File: src/rtl/ssrv_ahb_pkg.sv
// Shared AHB-lite encodings, FSM states and pipeline slot records for the ssrv AHB initiators.
package ssrv_ahb_pkg;

   localparam int AHB_DW = 32;

   localparam logic [1:0] HTRANS_IDLE   = 2'b00;
   localparam logic [1:0] HTRANS_NONSEQ = 2'b10;

   localparam logic [2:0] HSIZE_B = 3'b000;
   localparam logic [2:0] HSIZE_H = 3'b001;
   localparam logic [2:0] HSIZE_W = 3'b010;

   typedef enum logic [1:0] {
      ST_RUN    = 2'd0,
      ST_CANCEL = 2'd1,
      ST_HANG   = 2'd2
   } state_t;

   // Address-phase slot: everything the bus needs while htrans is NONSEQ.
   typedef struct packed {
      logic [AHB_DW-1:0] addr;
      logic              write;
      logic [2:0]        size;
      logic [AHB_DW-1:0] wdata;
   } slot_t;

   // Data-phase slot: only the fields still needed once the address has been taken.
   typedef struct packed {
      logic [1:0]        addr_lo;
      logic              write;
      logic [2:0]        size;
      logic [AHB_DW-1:0] wdata;
   } dp_t;

   function automatic logic [2:0] norm_size(input logic [2:0] size);
      return (size == HSIZE_B || size == HSIZE_H) ? size : HSIZE_W;
   endfunction

   function automatic logic is_misaligned(input logic [1:0] addr_lo, input logic [2:0] size);
      case (size)
         HSIZE_H: return addr_lo[0];
         HSIZE_W: return addr_lo != 2'b00;
         default: return 1'b0;
      endcase
   endfunction

endpackage

File: src/rtl/ssrv_ahb_lane.sv
// Combinational AHB byte-lane helper: write-data replication and read-data extraction.
module ssrv_ahb_lane
   import ssrv_ahb_pkg::*;
(
   input  logic [2:0]        i_wsize,
   input  logic [AHB_DW-1:0] i_wdata,
   output logic [AHB_DW-1:0] o_wdata,
   input  logic [1:0]        i_raddr,
   input  logic [2:0]        i_rsize,
   input  logic [AHB_DW-1:0] i_rdata,
   output logic [AHB_DW-1:0] o_rdata
);

   logic [7:0]  w_byte;
   logic [15:0] w_half;

   always_comb begin
      case (i_wsize)
         HSIZE_B: o_wdata = {4{i_wdata[7:0]}};
         HSIZE_H: o_wdata = {2{i_wdata[15:0]}};
         default: o_wdata = i_wdata;
      endcase
   end

   always_comb begin
      case (i_raddr)
         2'd0:    w_byte = i_rdata[7:0];
         2'd1:    w_byte = i_rdata[15:8];
         2'd2:    w_byte = i_rdata[23:16];
         default: w_byte = i_rdata[31:24];
      endcase
      w_half = i_raddr[1] ? i_rdata[31:16] : i_rdata[15:0];
      case (i_rsize)
         HSIZE_B: o_rdata = {24'h0, w_byte};
         HSIZE_H: o_rdata = {16'h0, w_half};
         default: o_rdata = i_rdata;
      endcase
   end

endmodule

File: src/rtl/ssrv_ahb_master.sv
// AHB-lite initiator: valid/ready requests to pipelined single transfers with in-order responses.
// Optional macro SSRV_AHBM_ALIGN_CHECK_EN rejects misaligned requests without touching the bus.
module ssrv_ahb_master
   import ssrv_ahb_pkg::*;
#(
   parameter int AHB_WIDTH      = 32,
   parameter int TIMEOUT_CYCLES = 256
) (
   input  logic                 clk,
   input  logic                 rst,
   input  logic                 req_valid,
   output logic                 req_ready,
   input  logic [AHB_WIDTH-1:0] req_addr,
   input  logic                 req_write,
   input  logic [2:0]           req_size,
   input  logic [AHB_WIDTH-1:0] req_wdata,
   output logic                 rsp_valid,
   output logic [AHB_WIDTH-1:0] rsp_rdata,
   output logic                 rsp_err,
   output logic                 bus_hang,
   output logic [1:0]           htrans,
   output logic [AHB_WIDTH-1:0] haddr,
   output logic                 hwrite,
   output logic [2:0]           hsize,
   output logic [AHB_WIDTH-1:0] hwdata,
   input  logic                 hready,
   input  logic [AHB_WIDTH-1:0] hrdata,
   input  logic                 hresp
);

   localparam int               CNT_W   = $clog2(TIMEOUT_CYCLES + 1);
   localparam logic [CNT_W-1:0] TO_LAST = CNT_W'(TIMEOUT_CYCLES - 1);

   state_t            r_state, w_state_nx;
   logic              r_ap_vld, w_ap_vld_nx;
   slot_t             r_ap, w_ap_nx;
   logic              r_dp_vld, w_dp_vld_nx;
   dp_t               r_dp, w_dp_nx;
   logic [1:0]        r_htrans, w_htrans_nx;
   logic              r_rsp_valid, w_rsp_valid_nx;
   logic              r_rsp_err, w_rsp_err_nx;
   logic [AHB_DW-1:0] r_rsp_rdata, w_rsp_rdata_nx;
   logic [CNT_W-1:0]  r_to_cnt, w_to_cnt_nx;

   logic [2:0]        w_req_size;
   logic [AHB_DW-1:0] w_req_wrep;
   logic [AHB_DW-1:0] w_rd_ext;
   logic              w_misalign;
   logic              w_cancel, w_hang;
   logic              w_accept, w_ap_adv, w_dp_done, w_err_first, w_timeout;

   ssrv_ahb_lane u_lane (
      .i_wsize (w_req_size),
      .i_wdata (req_wdata),
      .o_wdata (w_req_wrep),
      .i_raddr (r_dp.addr_lo),
      .i_rsize (r_dp.size),
      .i_rdata (hrdata),
      .o_rdata (w_rd_ext)
   );

   assign w_req_size = norm_size(req_size);
`ifdef SSRV_AHBM_ALIGN_CHECK_EN
   assign w_misalign = is_misaligned(req_addr[1:0], w_req_size);
`else
   assign w_misalign = 1'b0;
`endif

   assign w_cancel = (r_state == ST_CANCEL);
   assign w_hang   = (r_state == ST_HANG);

   // A misaligned request is only taken with an empty pipe so its error response stays in order.
   assign req_ready = ~w_hang & ~w_cancel & (~r_ap_vld | (hready & ~hresp))
                    & (~w_misalign | (~r_ap_vld & ~r_dp_vld));

   assign w_accept    = req_valid & req_ready;
   assign w_ap_adv    = r_ap_vld & (r_state == ST_RUN) & hready & ~hresp;
   assign w_dp_done   = r_dp_vld & hready;
   assign w_err_first = r_dp_vld & hresp & ~hready & (r_state == ST_RUN);
   assign w_timeout   = r_dp_vld & ~hready & (r_to_cnt == TO_LAST) & ~w_hang;

   // NOTE: every variable gets a default first so no path leaves it unassigned and infers a latch.
   always_comb begin
      w_state_nx = r_state;
      case (r_state)
         ST_RUN: begin
            if (w_timeout)        w_state_nx = ST_HANG;
            else if (w_err_first) w_state_nx = ST_CANCEL;
         end
         ST_CANCEL: begin
            if (w_timeout)                w_state_nx = ST_HANG;
            else if (~r_dp_vld | hready)  w_state_nx = ST_RUN;
         end
         ST_HANG:  w_state_nx = ST_HANG;
         default:  w_state_nx = ST_HANG;
      endcase
   end

   always_comb begin
      w_ap_vld_nx = r_ap_vld;
      w_ap_nx     = r_ap;
      w_dp_vld_nx = r_dp_vld;
      w_dp_nx     = r_dp;
      if (w_dp_done) w_dp_vld_nx = 1'b0;
      if (w_ap_adv) begin
         w_ap_vld_nx = 1'b0;
         w_dp_vld_nx = 1'b1;
         w_dp_nx     = '{addr_lo: r_ap.addr[1:0], write: r_ap.write,
                         size: r_ap.size, wdata: r_ap.wdata};
      end
      if (w_accept & ~w_misalign) begin
         w_ap_vld_nx = 1'b1;
         w_ap_nx     = '{addr: req_addr, write: req_write,
                         size: w_req_size, wdata: w_req_wrep};
      end
      if (w_timeout) begin
         w_ap_vld_nx = 1'b0;
         w_dp_vld_nx = 1'b0;
      end
   end

   // The bus sees IDLE whenever the next state is not RUN; a held AP returns on re-entry.
   always_comb begin
      w_htrans_nx = HTRANS_IDLE;
      if (w_state_nx == ST_RUN && w_ap_vld_nx) w_htrans_nx = HTRANS_NONSEQ;
   end

   always_comb begin
      w_rsp_valid_nx = 1'b0;
      w_rsp_err_nx   = 1'b0;
      w_rsp_rdata_nx = '0;
      if (w_timeout) begin
         w_rsp_valid_nx = 1'b1;
         w_rsp_err_nx   = 1'b1;
      end else if (w_dp_done) begin
         w_rsp_valid_nx = 1'b1;
         w_rsp_err_nx   = hresp;
         if (~r_dp.write & ~hresp) w_rsp_rdata_nx = w_rd_ext;
      end else if (w_accept & w_misalign) begin
         w_rsp_valid_nx = 1'b1;
         w_rsp_err_nx   = 1'b1;
      end
   end

   always_comb begin
      w_to_cnt_nx = r_to_cnt + 1'b1;
      if (~r_dp_vld | hready | w_timeout) w_to_cnt_nx = '0;
   end

   // NOTE: state registers use non-blocking assignments so every flop samples pre-edge values.
   always_ff @(posedge clk or negedge rst) begin
      if (!rst) begin
         r_state     <= ST_RUN;
         r_ap_vld    <= 1'b0;
         r_ap        <= '0;
         r_dp_vld    <= 1'b0;
         r_dp        <= '0;
         r_htrans    <= HTRANS_IDLE;
         r_rsp_valid <= 1'b0;
         r_rsp_err   <= 1'b0;
         r_rsp_rdata <= '0;
         r_to_cnt    <= '0;
      end else begin
         r_state     <= w_state_nx;
         r_ap_vld    <= w_ap_vld_nx;
         r_ap        <= w_ap_nx;
         r_dp_vld    <= w_dp_vld_nx;
         r_dp        <= w_dp_nx;
         r_htrans    <= w_htrans_nx;
         r_rsp_valid <= w_rsp_valid_nx;
         r_rsp_err   <= w_rsp_err_nx;
         r_rsp_rdata <= w_rsp_rdata_nx;
         r_to_cnt    <= w_to_cnt_nx;
      end
   end

   assign htrans    = r_htrans;
   assign haddr     = r_ap.addr;
   assign hwrite    = r_ap.write;
   assign hsize     = r_ap.size;
   assign hwdata    = r_dp.wdata;
   assign rsp_valid = r_rsp_valid;
   assign rsp_err   = r_rsp_err;
   assign rsp_rdata = r_rsp_rdata;
   assign bus_hang  = w_hang;

endmodule

File: config.mk
export PLATFORM = sky130hd
export DESIGN_NAME = ssrv_ahb_master
export DESIGN_NICKNAME = d
export VERILOG_FILES = /design/src/rtl/ssrv_ahb_pkg.sv /design/src/rtl/ssrv_ahb_lane.sv /design/src/rtl/ssrv_ahb_master.sv
export SDC_FILE = /design/constraint.sdc
export NUM_CORES = 1
export LEC_CHECK = 0
export ABC_AREA = 1
export BUFFER_PORTS_ARGS = -buffer_cell sky130_fd_sc_hd__buf_4
export CAP_MARGIN = 10
export CORE_MARGIN = 1.5
export CORE_UTILIZATION = 56
export DETAILED_ROUTE_END_ITERATION = 10
export GPL_ROUTABILITY_DRIVEN = 0
export PLACE_DENSITY = 0.86
export SLEW_MARGIN = 0
export SYNTH_ARGS = -nofsm -noshare
export SYNTH_HDL_FRONTEND = slang
export SYNTH_SLANG_ARGS = --single-unit
export TNS_END_PERCENT = 50
File: constraint.sdc
create_clock -name clk -period 4.2 [get_ports clk]
set_input_delay 1.05 -clock clk [delete_from_list [all_inputs] [get_ports clk]]
set_output_delay 1.05 -clock clk [all_outputs]
set_load 0.01 [all_outputs]
### Word-level counts from Yosys, hierarchy flattened

Index checks and enable logic that the tools add are counted.
Widths: inputs -> output; s select.

| storage, ports and cells | value |
|---|---|
| flip-flop bits (word level) | 155 |
| bits in latches | 0 |
| RAM bits | 0 |
| memory bits (read-only) | 0 |
| input bits | 105 |
| output and inout bits | 106 |
| logic and storage cells | 84 |
| memories | 0 |

| operators by class | value |
|---|---|
| $add $sub $neg | 1 |
| multipliers | 0 |
| div/mod/pow operators | 0 |
| magnitude comparators | 0 |
| eq/ne operators | 8 |
| shift operators | 0 |
| muxes and demuxes | 25 |
| bitwise logic cells | 25 |
| reduce and logical (&&, ||, !) cells | 9 |

Operator list:

| operator | number |
|---|---|
| $pmux 32 s2 | 2 |
| $mux 32 | 3 |
| $pmux 8 s3 | 1 |
| $mux 16 | 1 |
| $and 1x1->1 | 15 |
| $mux 1 | 10 |
| $mux 2 | 5 |
| $add 9x1->9 const B | 1 |
| $eq 3x1->1 const B | 3 |
| $eq 9x8->1 const B | 1 |
| $logic_not 3->1 | 3 |
| $mux 9 | 1 |
| $not 1->1 | 7 |
| $logic_not 2->1 | 3 |
| $eq 2x1->1 const B | 2 |
| $eq 2x2->1 const B | 2 |
| $pmux 2 s2 | 1 |
| $mux 3 | 1 |
| $or 1x1->1 | 3 |
| $reduce_bool 3->1 | 1 |
| $logic_and 1x1->1 | 1 |
| $logic_or 1x1->1 | 1 |

### Logic depth before layout (Yosys ltp)

Gate-level depths: netlist of run 1.

| logic depth | value |
|---|---|
| depth in word-level cells | 9 |
| gate-level depth with buffers | 11 |
| gate-level depth less buffers | 11 |

### Cells and area by module

From an unflattened synthesis of run 1, not the netlist that was laid out.

| unflattened totals | value |
|---|---|
| cells, all modules | 947 |
| area total of the unflattened synthesis | 7508.5 um2 |

By module, submodules not included:

| module | times used | cells an instance | area an instance (um2) | sequential area each (um2) |
|---|---|---|---|---|
| ssrv_ahb_master | 1 | 689 | 6359.8 | 3853.7 |
| ssrv_ahb_lane | 1 | 258 | 1148.6 | 0.0 |

### Least setup slack after synthesis of run 1

Ideal clock, no wire load.

| path | value |
|---|---|
| path kind | in2out |
| start | input port hresp |
| end | output port req_ready |
| arrival | 1.356 ns |
| slack | 1.794 ns |
| stages | 5 |
| path buffers | 0 |
| cells stage by stage | inv_1 -> nand2_1 -> nand2_1 -> nand2_1 -> inv_1 |

| between the ends | value |
|---|---|
| longest elaborated chain between the ends | 4 |

Ends and longest elaborated chain:

| what | line | text |
|---|---|---|
| from (decl) | ssrv_ahb_master.sv:28 | `input logic hresp` |
| $not 1->1 | ssrv_ahb_master.sv:73 | `assign req_ready = ~w_hang & ~w_cancel & (~r_ap_vld \| (hready & ~hresp))` |
| $and 1x1->1 | ssrv_ahb_master.sv:73 |  |
| $or 1x1->1 | ssrv_ahb_master.sv:73 |  |
| $and 1x1->1 | ssrv_ahb_master.sv:73 |  |
| to (decl) | ssrv_ahb_master.sv:12 | `output logic req_ready,` |

No other way between the ends.

### Worst setup path in the final report of run 1

Ends and elaborated chain as after synthesis.

==> results of run 1 <==
power groups by stage:
stage / logic [mW] / registers (mW) / clock network [mW]
2_1_floorplan: 1.29 / 2.16 / 0
3_3_place_gp: 1.59 / 2.25 / 0
3_5_place_dp: 1.64 / 2.25 / 0
4_1_cts: 1.65 / 2.23 / 1.62
5_1_grt: 1.85 / 2.29 / 1.69
6_report: 1.64 / 2.24 / 1.60
kinds of logic after synthesis:
family | Yosys count | share of synthesized area
flops | 154 | 0.549
buf+inv | 183 | 0.139
other cells | 1 | 0.000535
fa+ha+maj | 5 | 0.00892
compound gates | 102 | 0.0728
xor+xnor | 1 | 0.00125
simple gates | 403 | 0.228
area by class of cell:
class	count	area, um2
fill	899	3300
sequential	154	3850
inverter	82	308
tap	168	210
multi-input combinational	512	2180
clock inverter	14	199
timing repair buffer	214	1620
clock buffer	18	429
worst min-delay path by stage:
stage	depth (start not counted)	to	startpoint	slack, ns
6_report	1	r_to_cnt[0]$_DFF_PN0_	r_to_cnt[0]$_DFF_PN0_	0.46
2_1_floorplan	1	r_to_cnt[0]$_DFF_PN0_	r_to_cnt[0]$_DFF_PN0_	0.43
4_1_cts	1	r_to_cnt[0]$_DFF_PN0_	r_to_cnt[0]$_DFF_PN0_	0.47
3_5_place_dp	1	r_to_cnt[0]$_DFF_PN0_	r_to_cnt[0]$_DFF_PN0_	0.46
5_1_grt	1	r_to_cnt[0]$_DFF_PN0_	r_to_cnt[0]$_DFF_PN0_	0.49
3_3_place_gp	1	r_to_cnt[0]$_DFF_PN0_	r_to_cnt[0]$_DFF_PN0_	0.45
placed cells by master, fill, tap and decap left out:
cell	netlist	final
nor2_4	1	1
clkinv_2	0	1
a21oi_1	19	19
o21ai_0	83	83
clkbuf_1	18	1
xnor2_1	1	1
clkinv_1	1	1
dfrtp_1	154	154
nand4_1	9	9
bufinv_16	0	4
nor3_1	9	9
clkinv_4	0	5
nor2_1	48	48
nand3_2	1	1
inv_1	78	78
ha_1	5	5
clkbuf_16	0	17
buf_6	0	1
clkinvlp_4	0	4
or2_2	1	1
nand2_1	305	305
inv_2	3	3
conb_1	1	1
nand3_1	29	29
buf_12	0	1
buf_4	74	212
per-layer routing:
metal | up-vias | part of all wire | track usage
met5 | - | 0 | 0
met3 | 37 | 0.078 | 0.0569
li1 | 2818 | - | -
met4 | 0 | 0.027 | 0.114
met1 | 2630 | 0.41 | 0.341
met2 | 271 | 0.48 | 0.423
per-stage QoR:
stage	setup slack [ns]	util
3_3_place_gp	1.58	0.675
2_1_floorplan	1.79	-
5_1_grt	1.46	0.727
3_5_place_dp	1.54	0.675
6_report	1.57	0.727
4_1_cts	1.57	0.727
state kept, by name (all words and copies together) (netlist names):
register	flops
haddr	32
hwdata	32
r_ap	32
rsp_rdata	32
r_to_cnt	9
r_dp	6
hsize	3
r_state	2
htrans	1
hwrite	1
r_ap_vld	1
r_dp_vld	1
rsp_err	1
rsp_valid	1
==> flow_metrics.tcl, run 1 <==
set metrics [dict create \
    core_area_um2 12100 \
    place_area_um2 8180 \
    reg2reg_to "rsp_rdata[8]$_DFF_PN0_" \
    reg2reg_slack_ns 1.96 \
    synth_common_cells "nand2_1, dfrtp_1, o21ai_0" \
    synth_top_area_frac 0.549 \
    post-synth-top-count-cell "nand2_1" \
    ys_seq_area_frac 0.549 \
    switchingPower_mw 1.79 \
    insertion_delay_ns 0.42 \
    cp.required_ns 3.15 \
    path_cells "buf_4 -> inv_1 -> nand2_1 -> nand2_1 -> nand2_1 -> inv_1 -> buf_4" \
    timing.hold.ws_ns 0.464 \
    critPathMaxFanout 3 \
    sequentialPowerShare 0.408 \
    drtAntennaViolNets 0 \
    vias_per_cell 4.95 \
    ys_types 20 \
    globalRouteOverflowTotal 0 \
    p_leak_nw 4.82 \
    synth.cell_area_um2 7010 \
    cts_tree "done" \
    fmax_mhz 380 \
    grt_pass1_vias 5526 \
    hold_class "reg -> reg" \
    cap_violations 0 \
    power_mw 5.48 \
    min_period_ns 2.63 \
    syn_to_final_growth_pct 25.6 \
    path_delay_family "buffers and inverters" \
    clkPwrFrac 0.293 \
    post_cts.repair.setup_buffers 0 \
    finalHoldViolCount 0 \
    die_w_um 115 \
    cp-end-kind "output pin" \
    crit_start "hresp" \
    crit_path_frequent_cell "nand2_1" \
    cts.sinks 154 \
    max_stage_delay_ns 0.12 \
    cp-endpoint "req_ready" \
    die_y_um 115 \
    cp.buffers_inverters 4 \
    avgSynthCellArea_um2 8.26 \
    cts-resized-gates 0 \
    hpwl_um 11600 \
    grt_pass1_wl_um 26600 \
    r2r_start "r_dp[34]$_DFFE_PN0P_" \
    slew_viol_final 0 \
    grt_max_degree 79 \
    drt-total-wl_um 16600 \
    cts_made_buffers 17 \
    drtPass1Iterations 5 \
    switching_share 0.328 \
    worst_path_max_delay_cell "buf_4" \
    rows 40 \
    drt_iter0_drc 524 \
    pin_count 211 \
    dp.cells 1130 \
    die_area_um2 13200 \
    vias 5756 \
    grt.total_usage 0.261 \
    cts_buffer_depth 2 \
    syn_nets 959 \
    holdBufCountCts 0 \
    start_kind "input pin" \
    ff2ff_path_depth 5 \
    critPathKind "in -> out" \
    relSlewSlack 0.472 \
    crit_cells 7 \
    path_clk_slew_ns 0.06 \
    clockRootBuffer "clkbuf_16" \
    synth-edff-count 0 \
    ir_drop_v 0.000393 \
    combPwrFrac 0.299 \
    yosys_warnings 0 \
    ys_seq_elements 154 \
    tightest_slew_ns 0.792 \
    status "completed" \
    ys.flop_type "dfrtp_1" \
    post-route-period-util 0.627 \
    finalSetupViolCount 0 \
    async_flop_share 1.00 \
    io_buffers 209 \
    synth.top_cells.by_area "dfrtp_1, nand2_1, buf_4" \
    start_util 0.579 \
    drive_gt1_frac 0.253 \
    pwr_density_cell_nw_per_um2 622 \
    synth.largest_area_cell "dfrtp_1" \
    design_area_um2 8810 \
    antenna_cells 0 \
    htreeDepth 4 \
    finClkSkew_ns 0.00581 \
    nets 1091 \
    wl_per_cell_um 14.3 \
    rsz0062_at_grt "false" \
    syn_inst 849 \
    grt_antenna_before_repair 0 \
    fin_tns_setup_ns 0 \
    final_cells 1162 \
    p_int_mw 3.68 \
    drcViolationCount 0 \
    crit_arrival_ns 1.58 \
]
Power figures use the tool's default switching activity.
==> run 2, diff against run 1 <==
--- a/config.mk
+++ b/config.mk
@@ -9,10 +9,10 @@
 export BUFFER_PORTS_ARGS = -buffer_cell sky130_fd_sc_hd__buf_4
 export CAP_MARGIN = 10
 export CORE_MARGIN = 1.5
-export CORE_UTILIZATION = 56
+export CORE_UTILIZATION = 52
 export DETAILED_ROUTE_END_ITERATION = 10
 export GPL_ROUTABILITY_DRIVEN = 0
-export PLACE_DENSITY = 0.86
+export PLACE_DENSITY = 0.81
 export SLEW_MARGIN = 0
 export SYNTH_ARGS = -nofsm -noshare
 export SYNTH_HDL_FRONTEND = slang
==> constraint.sdc (replaced) <==
create_clock -name clk -period 2.6 [get_ports clk]
set_input_delay 0.65 -clock clk [delete_from_list [all_inputs] [get_ports clk]]
set_output_delay 0.65 -clock clk [all_outputs]
set_load 0.01 [all_outputs]
==> run 2 against run 1 <==
Against the previous run: clock skew is 0.00073 ns lower; setup slack worse by 1.1 ns; die area is 7.5% higher; count of clock-buffer cells in the layout is 1 lower; non-clock buffer count is 4 higher; cell count is 1.0% higher; first-iteration DRC count is 4.2% lower; cell area is 0.60% higher; critical path depth is 1 lower; sequential power is 62% higher.
==> flow_metrics.tcl, run 2 (synthesis results as in run 1) <==
set metrics [dict create \
    drtAntennaViolNets 0 \
    register_area_um2 3850 \
    drive_gt1_frac 0.257 \
    status "completed" \
    start_kind "flip-flop" \
    pin_count 211 \
    p_int_mw 5.87 \
    cts.sinks 154 \
    finalHoldViolCount 0 \
    met1_usage 0.324 \
    ir_drop_v 0.000515 \
    worst_path_max_delay_cell "dfrtp_1" \
    grt.met3_usage 0.0560 \
    cp.buffers_inverters 4 \
    cp-end-kind "output pin" \
    tightest_slew_ns 0.791 \
    rows 42 \
    grt.busiest_layer "met2" \
    core_area_um2 13200 \
    start_util 0.532 \
    cts_buffer_depth 2 \
    slew_viol_final 0 \
    grt_pass1_vias 5627 \
    critPathKind "reg -> out" \
    use_met2 0.400 \
    switching_share 0.332 \
    finClkSkew_ns 0.00508 \
    drcViolationCount 0 \
    sequentialPowerShare 0.414 \
    cts_tree "done" \
    globalRouteOverflowTotal 0 \
    antenna_cells 0 \
    fillCellCount 1080 \
    post_cts.repair.setup_buffers 0 \
    drtPass1Iterations 5 \
    fin_tns_setup_ns 0 \
    cts-resized-gates 0 \
    die_area_um2 14200 \
    die_w_um 119 \
    path_clk_slew_ns 0.06 \
    grt.total_usage 0.247 \
    vias_per_cell 4.92 \
    grt_pass1_wl_um 27600 \
    nets 1095 \
    insertion_delay_ns 0.41 \
    finalSetupViolCount 0 \
    grt_max_degree 72 \
    switchingPower_mw 2.91 \
    min_period_ns 2.15 \
    hold_class "in -> async" \
    drt-total-wl_um 16800 \
    max_stage_delay_ns 0.42 \
    path_cells "inv_1 -> ha_1 -> inv_1 -> nand2_1 -> inv_1 -> buf_4" \
    r2r_start "r_state[1]$_DFF_PN0_" \
    syn_to_final_growth_pct 26.3 \
    cap_violations 0 \
    relSlewSlack 0.472 \
    multi_input_comb_area_um2 2180 \
    wl_per_cell_um 14.3 \
    die_y_um 119 \
    hpwl_um 11600 \
    critPathMaxFanout 3 \
    cts_made_buffers 17 \
    post-route-period-util 0.825 \
    crit_arrival_ns 1.50 \
    clockRootBuffer "clkbuf_16" \
    holdBufCountCts 0 \
    cp.required_ns 1.95 \
    layout_commonest_cell "nand2_1" \
    grt_antenna_before_repair 0 \
    fmax_mhz 466 \
    vias 5780 \
    clkPwrFrac 0.283 \
    io_buffers 209 \
    place_area_um2 8260 \
    final_cell_mix "nand2_1, buf_4, dfrtp_1, o21ai_0, inv_1" \
    htreeDepth 4 \
    crit_start "r_state[1]$_DFF_PN0_" \
    pwr_density_cell_nw_per_um2 991 \
    combPwrFrac 0.303 \
    p_leak_nw 4.84 \
    rsz0062_at_grt "false" \
    drt_iter0_drc 502 \
    design_area_um2 8860 \
    crit_path_frequent_cell "inv_1" \
    path_delay_family "flip-flops" \
]
[run 2: cell count changes in the layout (fill, tap and decap cells not counted), sizes merged]
cell / previous run / this run
clkbuf: 18 / 17
buf: 214 / 218
clkinv: 7 / 8
clkinvlp: 4 / 5
bufinv: 4 / 3
[run 2: stage by stage]
step,total power [mW],hold WS [ns],utilization,setup slack [ns],instances
final,8.78,0.185,0.672,0.455,1174
after global routing,9.36,0.221,0.672,0.353,1174
after CTS,8.84,0.207,0.672,0.479,1174
after detailed placement,6.31,0.462,0.626,0.632,1142
after global placement,6.22,0.447,0.626,0.721,1142
after floorplan,5.57,0.354,-,0.994,849
[run 2: worst register-to-register path, cell delays in order, from the launching register on]
cell	delay, ns
dfrtp_1	0.43
inv_1	0.11
ha_1	0.21
nand4_1	0.46
buf_12	0.39
o21ai_0	0.24
[run 2: cell type report]
type / count / share of cell area
Clock buffer: 17 / 0.0480
Timing Repair Buffer: 218 / 0.191
Clock inverter: 15 / 0.0201
Multi-Input combinational cell: 512 / 0.247
Inverter: 82 / 0.0347
Tap cell: 176 / 0.0249
Sequential cell: 154 / 0.435
[run 2: final timing paths]
path | end | slack (ns) | cells after the start
worst max-delay path | req_ready | 0.45 | 6
worst min-delay path | r_to_cnt[6]$_DFF_PN0_ | 0.19 | 1
worst max register to register | hwdata[8]$_DFFE_PN0P_ | 0.67 | 5
worst min register to register | r_to_cnt[0]$_DFF_PN0_ | 0.48 | 1
max in group asynchronous | rsp_rdata[2]$_DFF_PN0_ | 1.72 | 2
min in group clk | haddr[2]$_DFFE_PN0P_ | 0.42 | 3
[run 2: power by group through the flow]
stage / combinational (mW) / clock, mW / sequential, mW
floorplan: 2.08 / 0 / 3.49
global placement: 2.58 / 0 / 3.64
detailed placement: 2.66 / 0 / 3.64
CTS: 2.69 / 2.53 / 3.63
global route: 2.99 / 2.64 / 3.73
finish: 2.66 / 2.49 / 3.63
[run 2: metal layers]
metal  up-vias  routed length, um
met5         -                  0
met4         0                405
met3        35               1100
met2       240               8110
met1      2678               7200
li1       2827                  -
==> run 3, diff against run 2 <==
==> constraint.sdc (replaced) <==
create_clock -name clk -period 2.1 [get_ports clk]
set_input_delay 0.525 -clock clk [delete_from_list [all_inputs] [get_ports clk]]
set_output_delay 0.525 -clock clk [all_outputs]
set_load 0.01 [all_outputs]
==> run 3 against run 2 <==
Against the previous run: hold slack lost 0.17 ns; die area stayed put; cell count barely moved.
==> flow_metrics.tcl, run 3 (synthesis results as in run 1) <==
set metrics [dict create \
    tightest_slew_ns 0.847 \
    design_area_um2 8890 \
    drt-total-wl_um 16800 \
    insertion_delay_ns 0.42 \
    crit_arrival_ns 1.48 \
    cts_tree "done" \
    cap_violations 0 \
    die_w_um 119 \
    start_kind "flip-flop" \
    io_buffers 209 \
    grt_pass1_vias 5473 \
    fmax_mhz 499 \
    globalRouteOverflowTotal 0 \
    grt_antenna_before_repair 0 \
    drtAntennaViolNets 0 \
    syn_to_final_growth_pct 26.8 \
    hpwl_um 12000 \
    hold_class "in -> async" \
    cts_buffer_depth 2 \
    clockRootBuffer "clkbuf_16" \
    critPathKind "reg -> out" \
    cts_made_buffers 17 \
    cp.required_ns 1.57 \
    finalSetupViolCount 0 \
    pre_cts_ws_ns 0.233 \
    drt_iter0_drc 549 \
    layout_commonest_cell "nand2_1" \
    core_area_um2 13200 \
    rsz0062_at_grt "false" \
    grt_max_degree 79 \
    fin_tns_setup_ns 0 \
    vias 5812 \
    path_clk_slew_ns 0.06 \
    ir_drop_v 0.000773 \
    relSlewSlack 0.435 \
    die_y_um 119 \
    pwr_density_cell_nw_per_um2 1230 \
    timing.hold.ws_ns 0.0129 \
    critPathMaxFanout 3 \
    htreeDepth 4 \
    post-route-period-util 0.954 \
    fin_ws_ns 0.0973 \
    fillCellCount 1106 \
    fin_util 0.674 \
    register_area_um2 3850 \
    drcViolationCount 0 \
    cts.sinks 154 \
    final_cell_mix "nand2_1, buf_4, dfrtp_1, o21ai_0, inv_1" \
    cp-end-kind "output pin" \
    pin_count 211 \
    vias_per_cell 4.95 \
    p_leak_nw 4.87 \
    holdBufCountCts 0 \
    place_area_um2 8280 \
    drtPass1Iterations 5 \
    min_period_ns 2.00 \
    slew_viol_final 0 \
    drive_gt1_frac 0.258 \
    finClkSkew_ns 0.0130 \
    grt.total_usage 0.244 \
    start_util 0.532 \
    multi_input_comb_area_um2 2190 \
    finalHoldViolCount 0 \
    status "completed" \
    wl_per_cell_um 14.3 \
    rows 42 \
    nets 1097 \
    antenna_cells 0 \
    die_area_um2 14200 \
    grt_pass1_wl_um 27300 \
]
## run 3: worst paths after layout
path | from | endpoint | slack, ns | depth (start not counted)
setup / recovery | r_state[0]$_DFF_PN0_ | req_ready | 0.1 | 6
hold / removal | rst | r_to_cnt[8]$_DFF_PN0_ | 0.01 | 1
setup reg to reg | r_dp[34]$_DFFE_PN0P_ | rsp_rdata[9]$_DFF_PN0_ | 0.17 | 5
hold reg to reg | r_to_cnt[0]$_DFF_PN0_ | r_to_cnt[0]$_DFF_PN0_ | 0.46 | 1
max in group asynchronous | rst | hwdata[22]$_DFFE_PN0P_ | 1.44 | 2
min in group clk | req_addr[2] | haddr[2]$_DFFE_PN0P_ | 0.30 | 3
## run 3: stage by stage
step | cells | power [mW]
after detailed placement | 1143 | 7.81
after global routing | 1175 | 11.6
final | 1175 | 10.9
after global placement | 1143 | 7.70
after floorplan | 849 | 6.90
after CTS | 1174 | 11.0
## run 3: where the power goes
| group | total [mW] | switching, mW | internal (mW) |
|---|---|---|---|
| Sequential | 4.48 | 0.572 | 3.91 |
| Combinational | 3.31 | 1.82 | 1.49 |
| Clock | 3.14 | 1.17 | 1.97 |
## run 3: final cells by class
cell class | instances | area share
Clock buffer | 18 | 0.0483
Inverter | 82 | 0.0346
Sequential cell | 154 | 0.433
Timing Repair Buffer | 220 | 0.193
Clock inverter | 13 | 0.0200
Tap cell | 176 | 0.0248
Multi-Input combinational cell | 512 | 0.246
## run 3: layer usage
layer  vias to the layer above  GRT usage  wire, um
li1                       2827          -         -
met1                      2717      0.321      7050
met2                       246      0.402      8260
met3                        22     0.0556      1180
met4                         0     0.0843       310
met5                         -          0         0
## run 3: repair_timing
item	in CTS	in global routing
gates resized for setup	0	2
setup endpoints to repair	0	2
buffers inserted	0	1
## run 3: worst max-delay path: stages, from the launching register on
cell     delay, ns
dfrtp_1       0.36
inv_1         0.08
ha_1          0.32
inv_2         0.07
nand2_1       0.05
inv_1         0.07
buf_4         0.12
